<file path="src/rtl/multicycle_controller.sv">
// Control FSM for the multicycle RV32I core: decodes IR fields into
// datapath selects/enables/ALUControl, resolves branches, traps on faults.
// Ports: clk, rst_n; op, funct3, funct7b5, Zero, mem_ready in;
// PCWrite, AdrSrc, MemWrite, IRWrite, RegWrite, ResultSrc, ALUSrcA,
// ALUSrcB, ImmSrc, ALUControl, illegal_instr, bus_error, state_dbg out.
module multicycle_controller #(
  parameter int TIMEOUT_CYCLES = 255
) (
  input  logic       clk,
  input  logic       rst_n,
  input  logic [6:0] op,
  input  logic [2:0] funct3,
  input  logic       funct7b5,
  input  logic       Zero,
  input  logic       mem_ready,
  output logic       PCWrite,
  output logic       AdrSrc,
  output logic       MemWrite,
  output logic       IRWrite,
  output logic       RegWrite,
  output logic [1:0] ResultSrc,
  output logic [1:0] ALUSrcA,
  output logic [1:0] ALUSrcB,
  output logic [2:0] ImmSrc,
  output logic [3:0] ALUControl,
  output logic       illegal_instr,
  output logic       bus_error,
  output logic [3:0] state_dbg
);

  localparam logic [6:0] OP_LOAD  = 7'b0000011;
  localparam logic [6:0] OP_STORE = 7'b0100011;
  localparam logic [6:0] OP_R     = 7'b0110011;
  localparam logic [6:0] OP_I     = 7'b0010011;
  localparam logic [6:0] OP_BR    = 7'b1100011;
  localparam logic [6:0] OP_JAL   = 7'b1101111;
  localparam logic [6:0] OP_LUI   = 7'b0110111;

  localparam logic [3:0] ALU_ADD  = 4'b0000;
  localparam logic [3:0] ALU_SUB  = 4'b0001;
  localparam logic [3:0] ALU_AND  = 4'b0010;
  localparam logic [3:0] ALU_OR   = 4'b0011;
  localparam logic [3:0] ALU_XOR  = 4'b0100;
  localparam logic [3:0] ALU_SLT  = 4'b0101;
  localparam logic [3:0] ALU_SLL  = 4'b0110;
  localparam logic [3:0] ALU_SRA  = 4'b0111;
  localparam logic [3:0] ALU_SLTU = 4'b1000;
  localparam logic [3:0] ALU_SRL  = 4'b1001;

  typedef enum logic [3:0] {
    S_FETCH,
    S_DECODE,
    S_MEMADR,
    S_MEMREAD,
    S_MEMWB,
    S_MEMWRITE,
    S_EXECR,
    S_EXECI,
    S_LUI,
    S_JAL,
    S_ALUWB,
    S_BRANCH,
    S_TRAP
  } state_t;

  state_t     state;
  state_t     state_n;
  logic [7:0] cnt;
  logic [7:0] cnt_n;
  logic       ill_set;
  logic       bus_set;
  logic       waiting;
  logic       timeout;
  logic       br_legal;
  logic       br_taken;
  logic [3:0] br_alu;

  // alt0 selects SUB for funct3 000, alt5 selects SRA for funct3 101
  function automatic logic [3:0] alu_dec(
    input logic [2:0] f3,
    input logic       alt0,
    input logic       alt5
  );
    logic [3:0] a;
    case (f3)
      3'b000:  a = alt0 ? ALU_SUB : ALU_ADD;
      3'b001:  a = ALU_SLL;
      3'b010:  a = ALU_SLT;
      3'b011:  a = ALU_SLTU;
      3'b100:  a = ALU_XOR;
      3'b101:  a = alt5 ? ALU_SRA : ALU_SRL;
      3'b110:  a = ALU_OR;
      default: a = ALU_AND;
    endcase
    return a;
  endfunction

  assign waiting = (state == S_FETCH) ||
                   (state == S_MEMREAD) ||
                   (state == S_MEMWRITE);

  // the last allowed wait cycle traps unless mem_ready arrives on it
  assign timeout = waiting && !mem_ready &&
                   (cnt == 8'(TIMEOUT_CYCLES - 1));

  assign br_legal = (funct3[2:1] != 2'b01);

  // eq/ge/geu take on Zero, ne/lt/ltu on !Zero
  assign br_taken = Zero ^ (funct3[0] ^ funct3[2]);

  always_comb begin
    case (funct3[2:1])
      2'b00:   br_alu = ALU_SUB;
      2'b10:   br_alu = ALU_SLT;
      2'b11:   br_alu = ALU_SLTU;
      default: br_alu = ALU_ADD;
    endcase
  end

  always_comb begin
    state_n = state;
    ill_set = 1'b0;
    bus_set = 1'b0;
    case (state)
      S_FETCH:
        if (mem_ready) state_n = S_DECODE;
      S_DECODE: begin
        unique case (1'b1)
          (op == OP_LOAD),
          (op == OP_STORE): state_n = S_MEMADR;
          (op == OP_R):     state_n = S_EXECR;
          (op == OP_I):     state_n = S_EXECI;
          (op == OP_BR):    state_n = S_BRANCH;
          (op == OP_JAL):   state_n = S_JAL;
          (op == OP_LUI):   state_n = S_LUI;
          default: begin
            state_n = S_TRAP;
            ill_set = 1'b1;
          end
        endcase
      end
      S_MEMADR:
        if (funct3 != 3'b010) begin
          state_n = S_TRAP;
          ill_set = 1'b1;
        end else if (op == OP_STORE) begin
          state_n = S_MEMWRITE;
        end else begin
          state_n = S_MEMREAD;
        end
      S_MEMREAD:
        if (mem_ready) state_n = S_MEMWB;
      S_MEMWB:
        state_n = S_FETCH;
      S_MEMWRITE:
        if (mem_ready) state_n = S_FETCH;
      S_EXECR:
        state_n = S_ALUWB;
      S_EXECI:
        if (funct3 == 3'b001 && funct7b5) begin
          state_n = S_TRAP;
          ill_set = 1'b1;
        end else begin
          state_n = S_ALUWB;
        end
      S_LUI,
      S_JAL:
        state_n = S_ALUWB;
      S_ALUWB:
        state_n = S_FETCH;
      S_BRANCH:
        if (!br_legal) begin
          state_n = S_TRAP;
          ill_set = 1'b1;
        end else begin
          state_n = S_FETCH;
        end
      S_TRAP:
        state_n = S_TRAP;
      default:
        state_n = S_FETCH;
    endcase
    if (timeout) begin
      state_n = S_TRAP;
      bus_set = 1'b1;
    end
  end

  assign cnt_n = (state_n != state)       ? 8'd0 :
                 (waiting && !mem_ready) ? cnt + 8'd1 :
                 cnt;

  always_ff @(posedge clk or negedge rst_n) begin
    if (!rst_n) begin
      state         <= S_FETCH;
      cnt           <= 8'd0;
      illegal_instr <= 1'b0;
      bus_error     <= 1'b0;
    end else begin
      state <= state_n;
      cnt   <= cnt_n;
      if (ill_set) illegal_instr <= 1'b1;
      if (bus_set) bus_error     <= 1'b1;
    end
  end

  always_comb begin
    PCWrite    = 1'b0;
    AdrSrc     = 1'b0;
    MemWrite   = 1'b0;
    IRWrite    = 1'b0;
    RegWrite   = 1'b0;
    ResultSrc  = 2'b00;
    ALUSrcA    = 2'b00;
    ALUSrcB    = 2'b00;
    ALUControl = ALU_ADD;
    unique case (1'b1)
      (op == OP_STORE): ImmSrc = 3'b001;
      (op == OP_BR):    ImmSrc = 3'b010;
      (op == OP_JAL):   ImmSrc = 3'b011;
      (op == OP_LUI):   ImmSrc = 3'b100;
      default:          ImmSrc = 3'b000;
    endcase
    case (state)
      S_FETCH: begin
        ALUSrcB   = 2'b10;
        ResultSrc = 2'b10;
        IRWrite   = mem_ready;
        PCWrite   = mem_ready;
      end
      S_DECODE: begin
        ALUSrcA = 2'b01;
        ALUSrcB = 2'b01;
      end
      S_MEMADR: begin
        ALUSrcA = 2'b10;
        ALUSrcB = 2'b01;
      end
      S_MEMREAD:
        AdrSrc = 1'b1;
      S_MEMWB: begin
        ResultSrc = 2'b01;
        RegWrite  = 1'b1;
      end
      S_MEMWRITE: begin
        AdrSrc   = 1'b1;
        MemWrite = 1'b1;
      end
      S_EXECR: begin
        ALUSrcA    = 2'b10;
        ALUControl = alu_dec(funct3, funct7b5, funct7b5);
      end
      S_EXECI: begin
        ALUSrcA    = 2'b10;
        ALUSrcB    = 2'b01;
        ALUControl = alu_dec(funct3, 1'b0, funct7b5);
      end
      S_LUI: begin
        ALUSrcA = 2'b11;
        ALUSrcB = 2'b01;
      end
      S_JAL: begin
        ALUSrcA = 2'b01;
        ALUSrcB = 2'b10;
        PCWrite = 1'b1;
      end
      S_ALUWB:
        RegWrite = 1'b1;
      S_BRANCH: begin
        ALUSrcA    = 2'b10;
        ALUControl = br_alu;
        PCWrite    = br_legal && br_taken;
      end
      default: ;
    endcase
  end

  assign state_dbg = state;

endmodule

</file>
<file path="config.mk">
export PLATFORM = sky130hd
export DESIGN_NAME = multicycle_controller
export DESIGN_NICKNAME = d
export VERILOG_FILES = /design/src/rtl/multicycle_controller.sv
export SDC_FILE = /design/constraint.sdc
export NUM_CORES = 1
export LEC_CHECK = 0
export CORE_ASPECT_RATIO = 1.4
export CORE_MARGIN = 2
export CORE_UTILIZATION = 54
export CTS_BUF_LIST = sky130_fd_sc_hd__clkbuf_16
export DETAILED_ROUTE_END_ITERATION = 6
export PLACE_DENSITY_LB_ADDON = 0.1
export SYNTH_ARGS = -nofsm -noshare
export SYNTH_HDL_FRONTEND = slang
export SYNTH_SLANG_ARGS = --single-unit
</file>
<file path="constraint.sdc">
create_clock -name clk -period 3.2 [get_ports clk]
set_input_delay 0.32 -clock clk [delete_from_list [all_inputs] [get_ports clk]]
set_output_delay 0.32 -clock clk [all_outputs]
set_load 0.1 [all_outputs]
</file>
==> results.md, run 1 <==
- Synth Area per Inst: 7.81 um2
- Worst Tran Pin Value: 973 ps
- Mapped Nets: 226
- Min-Delay Path Class: input pin to asynchronous set/reset pin
- Share of synthesized registers carrying an async set or reset: 1.00
- Worst slew margin: 0.350
- Number of port buffers: 38
- Layout area overhead: 33.8%
- Sequential share of power: 0.134
- Post-Synthesis Cells: 209
- CP bufs+invs: 2
- Mapped cell area: 0.00163 mm2
- Final Hold Fails: 0
- Critical path data arrival time: 2460 ps
- Area leader, netlist: dfrtp_1
- CTS resizes: 0
- DIE HEIGHT: 69.0 um
- Met2 usage in global routing: 0.487
- Reg clk slew, reported paths: 40 ps
- Combinational share of power: 0.767
- Vias per inst: 6.34
- Most frequent cell on the critical path: nand2_1
- Synth warn: 0
- Unrepaired setup endpoints after global routing: no
- Status: finished, final reports clean
- Core box area: 0.00288 mm2
- Post-route ant nets: 0
- Total gr overflow: 0
- Clk_skew: 2.59 ps
- Slew Limit Fails: 0
- Synth Register Bits: 14
- Share of the synthesized area in the top cell type: 0.215
- Die ar.: 0.00348 mm2
- GPL Wtd Cong: 0.894
- Post-CTS Setup Inserts: 0
- Internal power: 0.000879 W
- DRT Pass-1 Iters: 4
- TritonCTS clock tree: built
- Psw: 0.00149 W
- Routed WL: 4370 um
- Crit. End Element: output pin
- Vias in the first global route: 1684
- Fmax: 359 MHz
- Synth area leaders: dfrtp_1, nor3_2, nand2_1
- First-pass GRT wire length: 7090 um
- Largest fanout on the critical path: 17
- Max incr delay on CP: 660 ps
- Clock Sinks: 14
- N_diodes: 0
- Largest net degree at the start of global routing: 22
- CP required: 2880 ps
- Max clock buf depth: 2
- Critical path class: flop to output pin
- Most numerous cell in the Yosys netlist: nand2_1
- Sw Ratio: 0.628
- DRT iter0 DRCs: 46
- Max IR drop VDD: 827 uV
- M3 GR Usage: 0.0281
- Grt met1 use: 0.260
- Post-place setup slack: 345 ps
- Root buf cell: clkbuf_16
- DR WL/cell: 15.7 um
- Ys flop type: dfrtp_1
- Final core utilization: 0.759
- Final Setup Violations: 0
- # DRC: 0
- Worst skew pair latency: 240 ps
- # IOs: 39
- CTS hold repair buffers: 0
- Gr usage total: 0.257
- Netlist cell types: 61
- GR peak layer: met2
- Initial Util: 0.567
- Crit share post-route: 0.869
- Dpl hpwl: 3380 um
- H-tree depth: 1
- Nature of the critical path startpoint: flop
- Pwr dens: 1080 mW/mm2
- Die Wd: 50.5 um
- Max Cap Violations: 0
- Crit path max-delay family: simple AND/OR/NAND/NOR gates
- Setup ws final: 418 ps
- Initial antenna violation count: 0
- EDFF count, synth: 0
- Tmin final: 2780 ps
- Commonest cells post-synth: nand2_1, dfrtp_1, a21oi_1, nor2_1
- Row cnt: 23
- TritonCTS buffer count: 3
- Nets: 259
- Fraction of layout cells with a size suffix above 1: 0.257
- Total design power: 0.00237 W
- Static Leak: 0.887 nW
- Crit-path cells: buf_4 > nor2b_1 > and3_1 > nand2_1 > o21ai_0 > nand2_1 > o31ai_4 > buf_12
- Clock power share: 0.099
- Sequential area share after synthesis: 0.215
- Via Count: 1762
- Slowest cell on crit path: dfrtp_1
[sequential cells by signal (all words and copies together), names as in the netlist]
name and cells:
cnt 8, state_dbg 4, bus_error 1, illegal_instr 1
[stage by stage]
| stage | instance area, um2 | std cells | hold slack, ps | setup TNS, ps |
|---|---|---|---|---|
| after detailed placement | 2100 | 274 | 454 | 0 |
| after global placement | 2100 | 274 | 448 | 0 |
| after CTS | 2180 | 278 | 472 | 0 |
| final | 2180 | 278 | 466 | 0 |
| after floorplan | 1720 | 209 | 24.4 | -1480 |
| after global routing | 2180 | 278 | 489 | 0 |
[path summary, 6_finish.rpt]
| path | start | to | slack (ps) | cells past startpoint |
|---|---|---|---|---|
| min in group clk | bus_error | bus_error | 470 | 1 |
| max reg2reg | state_dbg[3] | cnt[3] | 500 | 7 |
| max in group asynchronous | rst_n | cnt[3] | 2330 | 1 |
| min reg2reg | bus_error | bus_error | 470 | 1 |
| min | rst_n | cnt[1] | 470 | 1 |
| max | state_dbg[3] | ALUControl[3] | 420 | 8 |
[routing by layer]
layer	wire length [um]	vias up
li1	-	837
met5	0	-
met3	155	9
met4	98	0
met1	1640	867
met2	2470	49
[cell type report]
| cell class | instances | area (um2) |
|---|---|---|
| Fill cell | 238 | 694 |
| Multi-Input combinational cell | 174 | 1260 |
| Clock buffer | 3 | 75.1 |
| Tap cell | 37 | 46.3 |
| Clock inverter | 1 | 3.75 |
| Sequential cell | 14 | 350 |
| Inverter | 4 | 15.0 |
| Timing Repair Buffer | 45 | 428 |
[kinds of logic after synthesis]
| group | count (synthesis) | synth area share |
|---|---|---|
| xor gates and xnor gates | 10 | 0.0537 |
| AOI/OAI and AO/OA | 49 | 0.214 |
| adders and majority gates | 2 | 0.0153 |
| DFF | 14 | 0.215 |
| and+or+nand+nor | 111 | 0.425 |
| buffers and inverters | 21 | 0.0621 |
| muxes | 2 | 0.0153 |
[cells in the final DEF (no fill, tap or decap), types with 3 or more instances in the layout]
cell             instances
o21ai_0                  9
nor4b_1                  3
nand2b_1                 9
clkbuf_16                3
or3_1                    4
and3_1                   5
nor2b_1                  4
dfrtp_1                 14
a21oi_1                 13
nor3_1                   9
clkdlybuf4s50_1         16
xor2_1                   3
nand3_1                  7
xnor2_1                  7
buf_12                   4
buf_4                   25
nand2_1                 19
nand4_1                  4
nor2_1                  11
nor3_2                   8
inv_1                    4
a211oi_1                 3
[power groups by stage]
stage	combinational, W	sequential, W	clock (W)
2_1_floorplan	0.00137	0.000393	0
3_3_place_gp	0.00178	0.000312	0
3_5_place_dp	0.00181	0.000318	0
4_1_cts	0.00182	0.000314	0.000238
5_1_grt	0.00190	0.000325	0.000243
6_report	0.00181	0.000317	0.000234
Note: power is estimated with default switching activity, not from simulation.
==> run 2: changes to the inputs <==
==> constraint.sdc (replaced) <==
create_clock -name clk -period 3.2 [get_ports clk]
set_input_delay 0.64 -clock clk [delete_from_list [all_inputs] [get_ports clk]]
set_output_delay 0.64 -clock clk [all_outputs]
set_load 0.1 [all_outputs]
==> run 2 against run 1 <==
  * Sequential power is 27% higher
  * Sequential share of layout area down 0.23 points
  * Global-route usage is 2.0 points higher
  * Combinational power decreased by 3%
  * Critical endpoint is now PCWrite
  * Largest cell class unchanged
  * Largest power group unchanged
  * Highest routed layer unchanged
==> results.md, run 2 (synthesis gave the netlist of run 1 again) <==
- Status: finished, final reports clean
- N_diodes: 0
- Fmax: 342 MHz
- Fraction of layout cells with a size suffix above 1: 0.307
- Placed Cells: 277
- Clk_skew: 0.693 ps
- H-tree depth: 1
- Number of port buffers: 38
- Row cnt: 23
- Critical path data arrival time: 2290 ps
- Total design power: 0.00240 W
- Reg2reg start: state_dbg[3]
- TritonCTS clock tree: built
- Largest fanout on the critical path: 10
- Setup TNS: 0 ps
- Pwr dens: 1040 mW/mm2
- Worst reg2reg endpoint: cnt[7]
- Post-place setup slack: 160 ps
- Max incr delay on CP: 470 ps
- CTS hold repair buffers: 0
- Final hold slack: 471 ps
- Register Area: 363 um2
- Post-route ant nets: 0
- Max Cap Violations: 0
- Min-Delay Path Class: flop to flop
- TritonCTS buffer count: 3
- GPL Wtd Cong: 0.828
- Via Count: 1771
- Clock Sinks: 14
- Layout area overhead: 40.6%
- Multi-input combinational cell area: 0.00128 mm2
- Crit-path cells: clkdlybuf4s50_1 > buf_4 > xnor2_1 > or3_1 > a21oi_1 > a21oi_1 > nor2_2 > buf_12
- Most frequent cell on the critical path: a21oi_1
- DRT Pass-1 Iters: 4
- Nets: 262
- Dpl hpwl: 3440 um
- Reg2Reg Setup Slack: 620 ps
- Initial antenna violation count: 0
- Most frequent cells in the layout: buf_4, nand2_1, clkdlybuf4s50_1
- Static Leak: 0.916 nW
- Final Setup Violations: 0
- Vias per inst: 6.30
- Setup ws final: 273 ps
- Worst slew margin: 0.586
- Post-CTS Setup Inserts: 0
- Hold Path Stages: 1
- Slowest cell on crit path: clkdlybuf4s50_1
- Die ar.: 0.00348 mm2
- Number of flip-flops in the largest register: 8
- Nature of the critical path startpoint: input pin
- First-pass GRT wire length: 7730 um
- Register name with the most flops: cnt
- Root buf cell: clkbuf_16
- Die Wd: 50.5 um
- Worst skew pair latency: 240 ps
- Final Hold Fails: 0
- Initial Util: 0.567
- End of the worst hold path: bus_error
- DIE HEIGHT: 69.0 um
- Hold Crit Start: bus_error
- Core box area: 0.00288 mm2
- CP required: 2560 ps
- Unrepaired setup endpoints after global routing: no
- Crit share post-route: 0.915
- Tmin final: 2930 ps
- CTS resizes: 0
- Max IR drop VDD: 845 uV
- Vias in the first global route: 1755
- Reg clk slew, reported paths: 40 ps
- Routed WL: 4680 um
- Total gr overflow: 0
- Fill count: 222
- Critical path class: input pin to output pin
- Largest net degree at the start of global routing: 37
- # IOs: 39
- R2R depth: 7
- Non-filler cells, final: 281
- Crit. End Element: output pin
- Max clock buf depth: 2
- Gr usage total: 0.277
- Slew Limit Fails: 0
- DR WL/cell: 16.6 um
- Commonest non-fill, non-tap cell in the layout: buf_4
- # DRC: 0
- Worst Tran Pin Value: 613 ps
- DRT iter0 DRCs: 55
==> run 2: layout make-up <==
cell class,instances,share of cell area
flip-flops and latches,14,0.158
clock buffers,3,0.0327
repair buffers,48,0.221
clock inverters,1,0.00164
inverters,4,0.00654
well taps,37,0.0202
multi-input cells,174,0.559
==> run 2: power by group <==
group / switching [W] / total, W / internal [W]
registers: 0.000185 / 0.000402 / 0.000217
logic: 0.00125 / 0.00176 / 0.000513
clock network: 0.0000661 / 0.000231 / 0.000165
total: 0.00150 / 0.00240 / 0.000895
==> run 2: how the worst max path moves through the flow <==
stage                  from  endpoint  slack [ps]
2_1_floorplan  state_dbg[1]   IRWrite        -160
3_3_place_gp      mem_ready    cnt[0]         220
3_5_place_dp      mem_ready    cnt[2]         160
4_1_cts           funct3[0]   PCWrite         280
5_1_grt           funct3[0]   PCWrite         170
6_report          funct3[0]   PCWrite         270
==> run 2: through the flow <==
step           utilization  area [um2]
2_1_floorplan            -        1790
3_3_place_gp         0.770        2220
3_5_place_dp         0.770        2220
4_1_cts              0.797        2290
5_1_grt              0.797        2290
6_report             0.797        2290
==> run 2: metal layers <==
| metal | wire (um) | global-route usage |
|---|---|---|
| met2 | 2610 | 0.541 |
| met4 | 186 | 0.111 |
| met1 | 1720 | 0.282 |
| met5 | 0 | 0 |
| met3 | 158 | 0.0325 |
==> run 2: worst max-delay path, delay by kind of cell <==
| family | cells | cell delay, ps |
|---|---|---|
| xor gates and xnor gates | 1 | 120 |
| AOI/OAI and AO/OA | 2 | 200 |
| and+or+nand+nor | 2 | 480 |
| buffers and inverters | 3 | 850 |
